## config.mk

```make
export PLATFORM = sky130hd
export DESIGN_NAME = multicycle_ctrl_flat
export DESIGN_NICKNAME = d
export VERILOG_FILES = /design/src/rtl/multicycle_ctrl_pkg.sv /design/src/rtl/multicycle_ctrl_if.sv /design/src/rtl/multicycle_ctrl_instr_class_decode.sv /design/src/rtl/multicycle_ctrl.sv /design/src/flat_wrapper.sv
export SDC_FILE = /design/constraint.sdc
export NUM_CORES = 1
export LEC_CHECK = 0
export BUFFER_PORTS_ARGS = -buffer_cell sky130_fd_sc_hd__buf_2
export CAP_MARGIN = 0
export CORE_UTILIZATION = 41
export DETAILED_ROUTE_END_ITERATION = 16
export PLACE_DENSITY = 0.75
export SYNTH_ARGS = -nofsm -noshare
export SYNTH_HDL_FRONTEND = slang
export SYNTH_HIERARCHICAL = 1
export SYNTH_SLANG_ARGS = --single-unit
```

## constraint.sdc

```tcl
create_clock -name clk -period 2.1 [get_ports clk]
set_input_delay 0.315 -clock clk [delete_from_list [all_inputs] [get_ports clk]]
set_output_delay 0.315 -clock clk [all_outputs]
set_load 0.03 [all_outputs]
```

## src/rtl/multicycle_ctrl_pkg.sv

```systemverilog
// Shared constants for the multi-cycle controller and the datapath muxes it drives.
// Holds the FSM state encoding, instruction classes, the mux-select encodings
// (reg_dst, reg_src, alu_src, pc_src, alu_op) and the supported opcode/funct values.
package multicycle_ctrl_pkg;

    typedef enum logic [2:0] {
        ST_FETCH  = 3'd0,
        ST_DECODE = 3'd1,
        ST_EXEC   = 3'd2,
        ST_MEM    = 3'd3,
        ST_WB     = 3'd4
    } state_t;

    typedef enum logic [3:0] {
        CLS_R_ALU,
        CLS_JR,
        CLS_I_ALU,
        CLS_LUI,
        CLS_LW,
        CLS_SW,
        CLS_BEQ,
        CLS_BNE,
        CLS_J,
        CLS_JAL,
        CLS_NONE
    } instr_class_t;

    localparam logic [1:0] REG_DST_RT   = 2'b01;
    localparam logic [1:0] REG_DST_RD   = 2'b10;
    localparam logic [1:0] REG_DST_R31  = 2'b11;

    localparam logic [2:0] REG_SRC_ALU  = 3'b001;
    localparam logic [2:0] REG_SRC_MEM  = 3'b010;
    localparam logic [2:0] REG_SRC_IMM  = 3'b011;
    localparam logic [2:0] REG_SRC_LINK = 3'b100;

    localparam logic       ALU_SRC_REG  = 1'b0;
    localparam logic       ALU_SRC_IMM  = 1'b1;

    localparam logic [1:0] PC_SRC_PC4    = 2'b00;
    localparam logic [1:0] PC_SRC_BRANCH = 2'b01;
    localparam logic [1:0] PC_SRC_JUMP   = 2'b10;
    localparam logic [1:0] PC_SRC_RS     = 2'b11;

    localparam logic [1:0] ALU_OP_ADD   = 2'b00;
    localparam logic [1:0] ALU_OP_SUB   = 2'b01;
    localparam logic [1:0] ALU_OP_FUNCT = 2'b10;
    localparam logic [1:0] ALU_OP_IALU  = 2'b11;

    localparam logic [5:0] OP_RTYPE = 6'h00;
    localparam logic [5:0] OP_J     = 6'h02;
    localparam logic [5:0] OP_JAL   = 6'h03;
    localparam logic [5:0] OP_BEQ   = 6'h04;
    localparam logic [5:0] OP_BNE   = 6'h05;
    localparam logic [5:0] OP_ADDI  = 6'h08;
    localparam logic [5:0] OP_ADDIU = 6'h09;
    localparam logic [5:0] OP_SLTI  = 6'h0A;
    localparam logic [5:0] OP_ANDI  = 6'h0C;
    localparam logic [5:0] OP_ORI   = 6'h0D;
    localparam logic [5:0] OP_XORI  = 6'h0E;
    localparam logic [5:0] OP_LUI   = 6'h0F;
    localparam logic [5:0] OP_LW    = 6'h23;
    localparam logic [5:0] OP_SW    = 6'h2B;

    localparam logic [5:0] FUNCT_JR = 6'h08;

endpackage

```

## src/rtl/multicycle_ctrl_if.sv

```systemverilog
// Memory handshake bundle between the controller and the instruction/data memories.
//   imem_req   ctrl -> mem  instruction read request
//   imem_ready mem  -> ctrl instruction word valid this cycle
//   dmem_re    ctrl -> mem  data read request
//   dmem_we    ctrl -> mem  data write request
//   dmem_ready mem  -> ctrl data access complete this cycle
interface multicycle_ctrl_if;
    logic imem_req;
    logic imem_ready;
    logic dmem_re;
    logic dmem_we;
    logic dmem_ready;

    modport master (output imem_req, dmem_re, dmem_we, input imem_ready, dmem_ready);
    modport slave  (input imem_req, dmem_re, dmem_we, output imem_ready, dmem_ready);
endinterface

```

## src/rtl/multicycle_ctrl_instr_class_decode.sv

```systemverilog
// Combinational instruction classifier.
//   opcode  in  IR[31:26]
//   funct   in  IR[5:0], only used to split jr from the other R-type ops
//   cls     out instruction class
//   illegal out 1 when the opcode is not supported
module instr_class_decode
    import multicycle_ctrl_pkg::*;
(
    input  logic [5:0]   opcode,
    input  logic [5:0]   funct,
    output instr_class_t cls,
    output logic         illegal
);

    always_comb begin
        // NOTE: cls gets a default before the case so no path leaves it unassigned (no latch).
        cls = CLS_NONE;
        case (opcode)
            OP_RTYPE: cls = (funct == FUNCT_JR) ? CLS_JR : CLS_R_ALU;
            OP_ADDI, OP_ADDIU, OP_SLTI,
            OP_ANDI, OP_ORI, OP_XORI: cls = CLS_I_ALU;
            OP_LUI:   cls = CLS_LUI;
            OP_LW:    cls = CLS_LW;
            OP_SW:    cls = CLS_SW;
            OP_BEQ:   cls = CLS_BEQ;
            OP_BNE:   cls = CLS_BNE;
            OP_J:     cls = CLS_J;
            OP_JAL:   cls = CLS_JAL;
            default:  cls = CLS_NONE;
        endcase
        illegal = (cls == CLS_NONE);
    end

endmodule

```

## src/rtl/multicycle_ctrl.sv

```systemverilog
// Multi-cycle control FSM: FETCH/DECODE/EXEC/MEM/WB sequencing of the CPU datapath
// with variable-latency memory handshakes and a per-access timeout.
//   clk, rst       clock, synchronous active-high reset
//   halt           1 = do not start a new fetch
//   opcode, funct  instruction fields, stable from DECODE onward
//   alu_zero       ALU zero flag, valid in EXEC
//   bus            memory handshake (master side)
//   ir_we, pc_we, pc_src, reg_we, reg_dst, alu_src, alu_op, reg_src  datapath controls
//   state_o        current state for debug
//   illegal        1-cycle pulse on unsupported instruction
//   bus_err        1-cycle pulse on memory timeout
// Controls are combinational from the state, the latched class, alu_zero and the
// ready inputs, so a memory response is consumed in the cycle it arrives.
module multicycle_ctrl
    import multicycle_ctrl_pkg::*;
#(
    parameter int MEM_TIMEOUT = 16,
    parameter int TO_W        = 5
) (
    input  logic       clk,
    input  logic       rst,
    input  logic       halt,
    input  logic [5:0] opcode,
    input  logic [5:0] funct,
    input  logic       alu_zero,
    multicycle_ctrl_if.master bus,
    output logic       ir_we,
    output logic       pc_we,
    output logic [1:0] pc_src,
    output logic       reg_we,
    output logic [1:0] reg_dst,
    output logic       alu_src,
    output logic [1:0] alu_op,
    output logic [2:0] reg_src,
    output logic [2:0] state_o,
    output logic       illegal,
    output logic       bus_err
);

    state_t          state;
    instr_class_t    cls_q;
    logic [TO_W-1:0] to_cnt;
    logic            fetch_pending;   // a fetch was raised and must finish even if halt rises

    instr_class_t    dec_cls;
    logic            dec_illegal;

    instr_class_decode u_decode (
        .opcode  (opcode),
        .funct   (funct),
        .cls     (dec_cls),
        .illegal (dec_illegal)
    );

    logic fetch_req, fetch_done, mem_done, waiting, timeout;
    logic imem_req_c, dmem_re_c, dmem_we_c;

    assign fetch_req  = (state == ST_FETCH) && (!halt || fetch_pending);
    assign fetch_done = fetch_req && bus.imem_ready;
    assign mem_done   = (state == ST_MEM) && bus.dmem_ready;
    assign waiting    = (fetch_req && !bus.imem_ready) ||
                        ((state == ST_MEM) && !bus.dmem_ready);
    // Ready has priority: timeout only fires while still waiting.
    assign timeout    = waiting && (to_cnt == TO_W'(MEM_TIMEOUT - 1));

    always_ff @(posedge clk) begin
        if (rst) begin
            state         <= ST_FETCH;
            cls_q         <= CLS_NONE;
            to_cnt        <= '0;
            fetch_pending <= 1'b0;
        end else begin
            // NOTE: sequential state uses non-blocking assignments so every branch reads pre-edge values.
            case (state)
                ST_FETCH: begin
                    if (fetch_done) begin
                        state         <= ST_DECODE;
                        fetch_pending <= 1'b0;
                        to_cnt        <= '0;
                    end else if (timeout) begin
                        // Abort without pc_we: the same PC is fetched again.
                        fetch_pending <= 1'b0;
                        to_cnt        <= '0;
                    end else if (fetch_req) begin
                        fetch_pending <= 1'b1;
                        to_cnt        <= to_cnt + 1'b1;
                    end else begin
                        to_cnt <= '0;
                    end
                end
                ST_DECODE: begin
                    cls_q  <= dec_cls;
                    to_cnt <= '0;
                    state  <= dec_illegal ? ST_FETCH : ST_EXEC;
                end
                ST_EXEC: begin
                    to_cnt <= '0;
                    case (cls_q)
                        CLS_R_ALU, CLS_I_ALU, CLS_LUI: state <= ST_WB;
                        CLS_LW, CLS_SW:                state <= ST_MEM;
                        default:                       state <= ST_FETCH;
                    endcase
                end
                ST_MEM: begin
                    if (mem_done) begin
                        state  <= (cls_q == CLS_LW) ? ST_WB : ST_FETCH;
                        to_cnt <= '0;
                    end else if (timeout) begin
                        state  <= ST_FETCH;
                        to_cnt <= '0;
                    end else begin
                        to_cnt <= to_cnt + 1'b1;
                    end
                end
                default: begin
                    state  <= ST_FETCH;
                    to_cnt <= '0;
                end
            endcase
        end
    end

    always_comb begin
        imem_req_c = 1'b0;
        dmem_re_c  = 1'b0;
        dmem_we_c  = 1'b0;
        ir_we      = 1'b0;
        pc_we      = 1'b0;
        pc_src     = PC_SRC_PC4;
        reg_we     = 1'b0;
        reg_dst    = REG_DST_RT;
        alu_src    = ALU_SRC_REG;
        alu_op     = ALU_OP_ADD;
        reg_src    = REG_SRC_ALU;
        illegal    = 1'b0;
        bus_err    = 1'b0;
        // While rst is high every strobe and request is held low.
        if (!rst) begin
            bus_err = timeout;
            case (state)
                ST_FETCH: begin
                    imem_req_c = fetch_req;
                    ir_we      = fetch_done;
                    pc_we      = fetch_done;
                end
                ST_DECODE: illegal = dec_illegal;
                ST_EXEC: begin
                    case (cls_q)
                        CLS_R_ALU: alu_op = ALU_OP_FUNCT;
                        CLS_JR: begin
                            pc_we  = 1'b1;
                            pc_src = PC_SRC_RS;
                        end
                        CLS_I_ALU: begin
                            alu_src = ALU_SRC_IMM;
                            alu_op  = ALU_OP_IALU;
                        end
                        CLS_LW, CLS_SW: alu_src = ALU_SRC_IMM;
                        CLS_BEQ, CLS_BNE: begin
                            alu_op = ALU_OP_SUB;
                            pc_we  = (cls_q == CLS_BEQ) ? alu_zero : !alu_zero;
                            pc_src = pc_we ? PC_SRC_BRANCH : PC_SRC_PC4;
                        end
                        CLS_J: begin
                            pc_we  = 1'b1;
                            pc_src = PC_SRC_JUMP;
                        end
                        CLS_JAL: begin
                            pc_we   = 1'b1;
                            pc_src  = PC_SRC_JUMP;
                            reg_we  = 1'b1;
                            reg_dst = REG_DST_R31;
                            reg_src = REG_SRC_LINK;
                        end
                        default: ;
                    endcase
                end
                ST_MEM: begin
                    dmem_re_c = (cls_q == CLS_LW);
                    dmem_we_c = (cls_q == CLS_SW);
                end
                ST_WB: begin
                    reg_we = 1'b1;
                    case (cls_q)
                        CLS_R_ALU: reg_dst = REG_DST_RD;
                        CLS_LUI:   reg_src = REG_SRC_IMM;
                        CLS_LW:    reg_src = REG_SRC_MEM;
                        default: ;
                    endcase
                end
                default: ;
            endcase
        end
    end

    assign bus.imem_req = imem_req_c;
    assign bus.dmem_re  = dmem_re_c;
    assign bus.dmem_we  = dmem_we_c;
    assign state_o      = state;

endmodule

```

## src/flat_wrapper.sv

```systemverilog
// flat-port wrapper written by rule: the top's interface ports become plain ports
module multicycle_ctrl_flat import multicycle_ctrl_pkg::*;
#(
    parameter int MEM_TIMEOUT = 16,
    parameter int TO_W        = 5
)
  (clk, rst, halt, opcode, funct, alu_zero, ir_we, pc_we, pc_src, reg_we, reg_dst, alu_src, alu_op, reg_src, state_o, illegal, bus_err, bus_imem_req, bus_dmem_re, bus_dmem_we, bus_imem_ready, bus_dmem_ready);
  multicycle_ctrl_if bus_i ();
  input  logic clk;
  input  logic rst;
  input  logic halt;
  input  logic [5:0] opcode;
  input  logic [5:0] funct;
  input  logic alu_zero;
  output logic ir_we;
  output logic pc_we;
  output logic [1:0] pc_src;
  output logic reg_we;
  output logic [1:0] reg_dst;
  output logic alu_src;
  output logic [1:0] alu_op;
  output logic [2:0] reg_src;
  output logic [2:0] state_o;
  output logic illegal;
  output logic bus_err;
  output wire logic [$bits(bus_i.imem_req)-1:0] bus_imem_req;
  output wire logic [$bits(bus_i.dmem_re)-1:0] bus_dmem_re;
  output wire logic [$bits(bus_i.dmem_we)-1:0] bus_dmem_we;
  input wire logic [$bits(bus_i.imem_ready)-1:0] bus_imem_ready;
  input wire logic [$bits(bus_i.dmem_ready)-1:0] bus_dmem_ready;
  assign bus_imem_req = bus_i.imem_req;
  assign bus_dmem_re = bus_i.dmem_re;
  assign bus_dmem_we = bus_i.dmem_we;
  assign bus_i.imem_ready = bus_imem_ready;
  assign bus_i.dmem_ready = bus_dmem_ready;
  multicycle_ctrl #(.MEM_TIMEOUT(MEM_TIMEOUT), .TO_W(TO_W)) u_core (.clk(clk), .rst(rst), .halt(halt), .opcode(opcode), .funct(funct), .alu_zero(alu_zero), .bus(bus_i), .ir_we(ir_we), .pc_we(pc_we), .pc_src(pc_src), .reg_we(reg_we), .reg_dst(reg_dst), .alu_src(alu_src), .alu_op(alu_op), .reg_src(reg_src), .state_o(state_o), .illegal(illegal), .bus_err(bus_err));
endmodule
```

==> Implementation_results.wiki <==
{| class="wikitable"
! Metric !! Value
|-
| Async S/R FF share, synth || 0%
|-
| Count of port buffers added during placement || 38
|-
| Clk Tree Root Cell || sky130_fd_sc_hd__clkbuf_4
|-
| Site Rows || 19
|-
| Timing-limited maximum frequency || about 0.48 GHz
|-
| Total gr overflow || 0
|-
| Synth Flop Type || sky130_fd_sc_hd__dfxtp_1
|-
| DR vias || around 1300
|-
| Reg-to-reg slack, setup || 0.35 ns
|-
| Number of warnings issued by yosys || 6
|-
| H-tree depth || 1
|-
| Worst slack after detailed placement || about 0.044 ns
|-
| Final Hold Violating Endpoints || 0
|-
| Count of flip-flops with a built-in enable after synthesis || 0
|-
| Maximum Capacitance Violations || 0
|-
| Clock slew at reported path FFs || 0.08 ns
|-
| Worst Path Max Fanout || 4
|-
| First-pass detailed-route iteration total || 4
|-
| Max Transition Viols Final || 0
|-
| Path type of the worst min-delay path || in -> reg
|-
| Number of standard cells after synthesis || 158
|-
| Drt total wl || 3070 um
|-
| Vertical die dimension || approximately 56 um
|-
| Number of buffers and inverters on the critical path || 1
|-
| Net switching share of the total power || 32.7%
|-
| Min Tclk post-route || 2.10 ns
|-
| Part of the power in the clock network || 25.5%
|-
| CP arrival || 1.78 ns
|-
| Crit path launch type || flop
|-
| Total Power || between 600 and 700 uW
|-
| Last weighted congestion value of the routability-driven placer || around 0.8
|-
| Worst path required time || 1.78 ns
|-
| Avg Inst Size Synth || 7.65 um2
|-
| Mapped Nets || 178
|-
| Global-route wire length before repair || 4800 um
|-
| RSZ-0062 raised after global routing || true
|-
| Fin worst setup slack || ~0.0024 ns
|-
| Via density per instance || 5.56
|-
| Cell leakage power || 0.000687 uW
|-
| Fraction of final layout cells with drive strength greater than 1 || 43.8%
|-
| Skew-Pair Late Insertion Delay || 0.28 ns
|-
| Net load switching power || 201 uW
|-
| Internal || between 400 and 500 uW
|-
| Placed cells || 228
|-
| Kind of cell with the highest combined delay on the critical path || simple AND/OR/NAND/NOR gates
|-
| Largest net degree at the start of global routing || 15
|-
| Setup_tns || 0 ns
|-
| Power density relative to cell area || between 300 and 400 nW/um2
|-
| GRT Resource Usage Total || 19.1%
|-
| DRC || 0
|-
| Non-filler cells in the finished layout || 239
|-
| Final Cycle Share || 99.9%
|-
| Area growth from synthesis to final layout || 35.5%
|-
| Portion of total power attributed to sequential cells || between 40 and 50%
|-
| Synthesized area || 1210 um2
|-
| I/O pin count || 39
|-
| Critical-path cell list || or4b_4 -> or3_1 -> a21boi_2 -> buf_6
|-
| Share of total power in combinational logic || 31.0%
|-
| Smallest hold slack || 0.272 ns
|-
| DRT antenna net count || 0
|-
| Crit-path slowest cell || sky130_fd_sc_hd__or4b_4
|-
| IR drop worst, VDD || 311 uV
|-
| Core area || 2780 um2
|-
| DRC violation total after the first TritonRoute iteration || 29
|-
| Stage delay of the slowest cell on the critical path || approximately 0.54 ns
|-
| Max Clock Skew || between 0.003 and 0.004 ns
|-
| Sink Count || 13
|-
| Effective utilization at floorplan || a little over two fifths
|-
| Post-detailed-placement half-perimeter wirelength || approximately 2300 um
|-
| Mean routed wirelength per cell || between 10 and 15 um
|-
| Share of synthesized area occupied by flip-flops and latches || a little over a fifth
|-
| Antenna violations before repair || 0
|-
| Category of the worst setup path capture point || output port
|-
| Least-Margin Pin Slew || 0.459 ns
|-
| Number of flip-flops and latches in the synthesized netlist || 13
|-
| Via count of the first global-routing pass || 1057
|-
| TritonCTS buffer count || 3
|-
| Setup violations, final || 0
|-
| Maximum buffer depth of the clock tree || 2
|-
| Tightest slew margin relative to the limit || between 60% and 70%
|-
| Total inserted antenna cells || 0
|-
| Post-synth cell types || 49
|-
| Overall die width || about 56 um
|-
| CTS tree || yes
|-
| Count of nets after finishing || 229
|-
| Critical Setup Path Class || reg -> out
|-
| Die area || approximately 3200 um2
|-
| Outcome || complete, no violations
|-
| CTS hold repair buffers || 0
|}
## logic make-up (layout without fill, tap and decap cells)
family | Yosys count | count (layout) | synth area share [%]
multiplexers | 3 | 3 | 2.48
buffers and inverters | 20 | 70 | 8.49
AND/OR/NAND/NOR | 82 | 82 | 42.1
adder cells (fa/ha/maj) | 2 | 2 | 2.07
flip-flops | 13 | 13 | 21.5
XOR/XNOR | 3 | 3 | 2.17
AO/OA/AOI/OAI | 35 | 35 | 21.1
## what timing repair did
action | 4_1_cts | 5_1_grt
pin swaps | 0 | 4
setup buffers | 0 | 7
setup endpoints to repair | 11 | 7
gates resized for setup | 12 | 5
## stage by stage
| step | cell area (um2) | util [%] |
|---|---|---|
| after floorplan | 1250 | - |
| after global placement | 1510 | 54.3 |
| after detailed placement | 1510 | 54.3 |
| after CTS | 1570 | 56.6 |
| after global routing | 1640 | 58.9 |
| final | 1640 | 58.9 |
## sequential cells by signal, summed over array words and instances (netlist names)
name / cells
u_core/fetch_pending: 1
u_core/state_o: 3
u_core/to_cnt: 5
u_core/cls_q: 4
## final timing paths
| kind | start | endpoint | cells past startpoint |
|---|---|---|---|
| max | u_core/state_o[0]$_SDFFE_PP0P_ | reg_dst[1] | 4 |
| min | rst | u_core/fetch_pending$_SDFFE_PP0P_ | 2 |
| max reg2reg | u_core/state_o[2]$_SDFFE_PP0P_ | u_core/to_cnt[3]$_SDFF_PP0_ | 5 |
| min reg2reg | u_core/to_cnt[0]$_SDFF_PP0_ | u_core/to_cnt[0]$_SDFF_PP0_ | 1 |
## per-layer routing
| layer | vias up | part of all wire, % | GRT usage, % |
|---|---|---|---|
| met5 | - | 0 | 0 |
| met4 | 0 | 0.68 | 7.67 |
| met3 | 2 | 3.4 | 3.23 |
| met2 | 33 | 47 | 28.7 |
| met1 | 614 | 49 | 26.9 |
| li1 | 680 | - | - |
## cell usage after synthesis, drive strengths merged (5+ instances only)
cell type  instances  share of area, %
buf                5               3.8
dfxtp             13                22
nand3              5               2.1
a211oi             7               6.4
inv                7               2.2
a21oi              6               2.5
nor2              16               5.0
nor2b              6               3.1
o21ai             10               4.1
nand2b             6               3.7
nand2              9               2.8
nor3               6               2.5
clkbuf             8               2.5
## area by class of cell
| type | instances | area, um2 |
|---|---|---|
| fill | 259 | 1140 |
| multi-input combinational | 125 | 911 |
| timing repair buffer | 59 | 369 |
| sequential | 13 | 267 |
| tap | 31 | 38.8 |
| clock buffer | 4 | 26.3 |
| inverter | 7 | 26.3 |
## worst register-to-register path, cell delays in order (launching register included)
cell	delay, ns
sky130_fd_sc_hd__dfxtp_4	0.36
sky130_fd_sc_hd__or2_4	0.27
sky130_fd_sc_hd__or4_4	0.56
sky130_fd_sc_hd__buf_4	0.15
sky130_fd_sc_hd__buf_4	0.15
sky130_fd_sc_hd__a211oi_2	0.18
## power groups by stage
| stage | registers [uW] | logic [uW] | clock network (uW) |
|---|---|---|---|
| 3_5_place_dp | 274 | 178 | 0 |
| 3_3_place_gp | 273 | 177 | 0 |
| 6_report | 268 | 190 | 157 |
| 5_1_grt | 269 | 208 | 173 |
| 4_1_cts | 268 | 184 | 164 |
| 2_1_floorplan | 273 | 120 | 0 |
## placed cells by master, fill, tap and decap left out, drive strengths merged, types with 5 or more instances in the layout
cell    count
nor2       16
dfxtp      13
o21ai      10
nor2b       6
a211oi      7
nor3        6
buf        59
nand3       5
a21oi       6
nand2b      6
inv         7
nand2       9
Note: power is estimated with default switching activity, not from simulation.
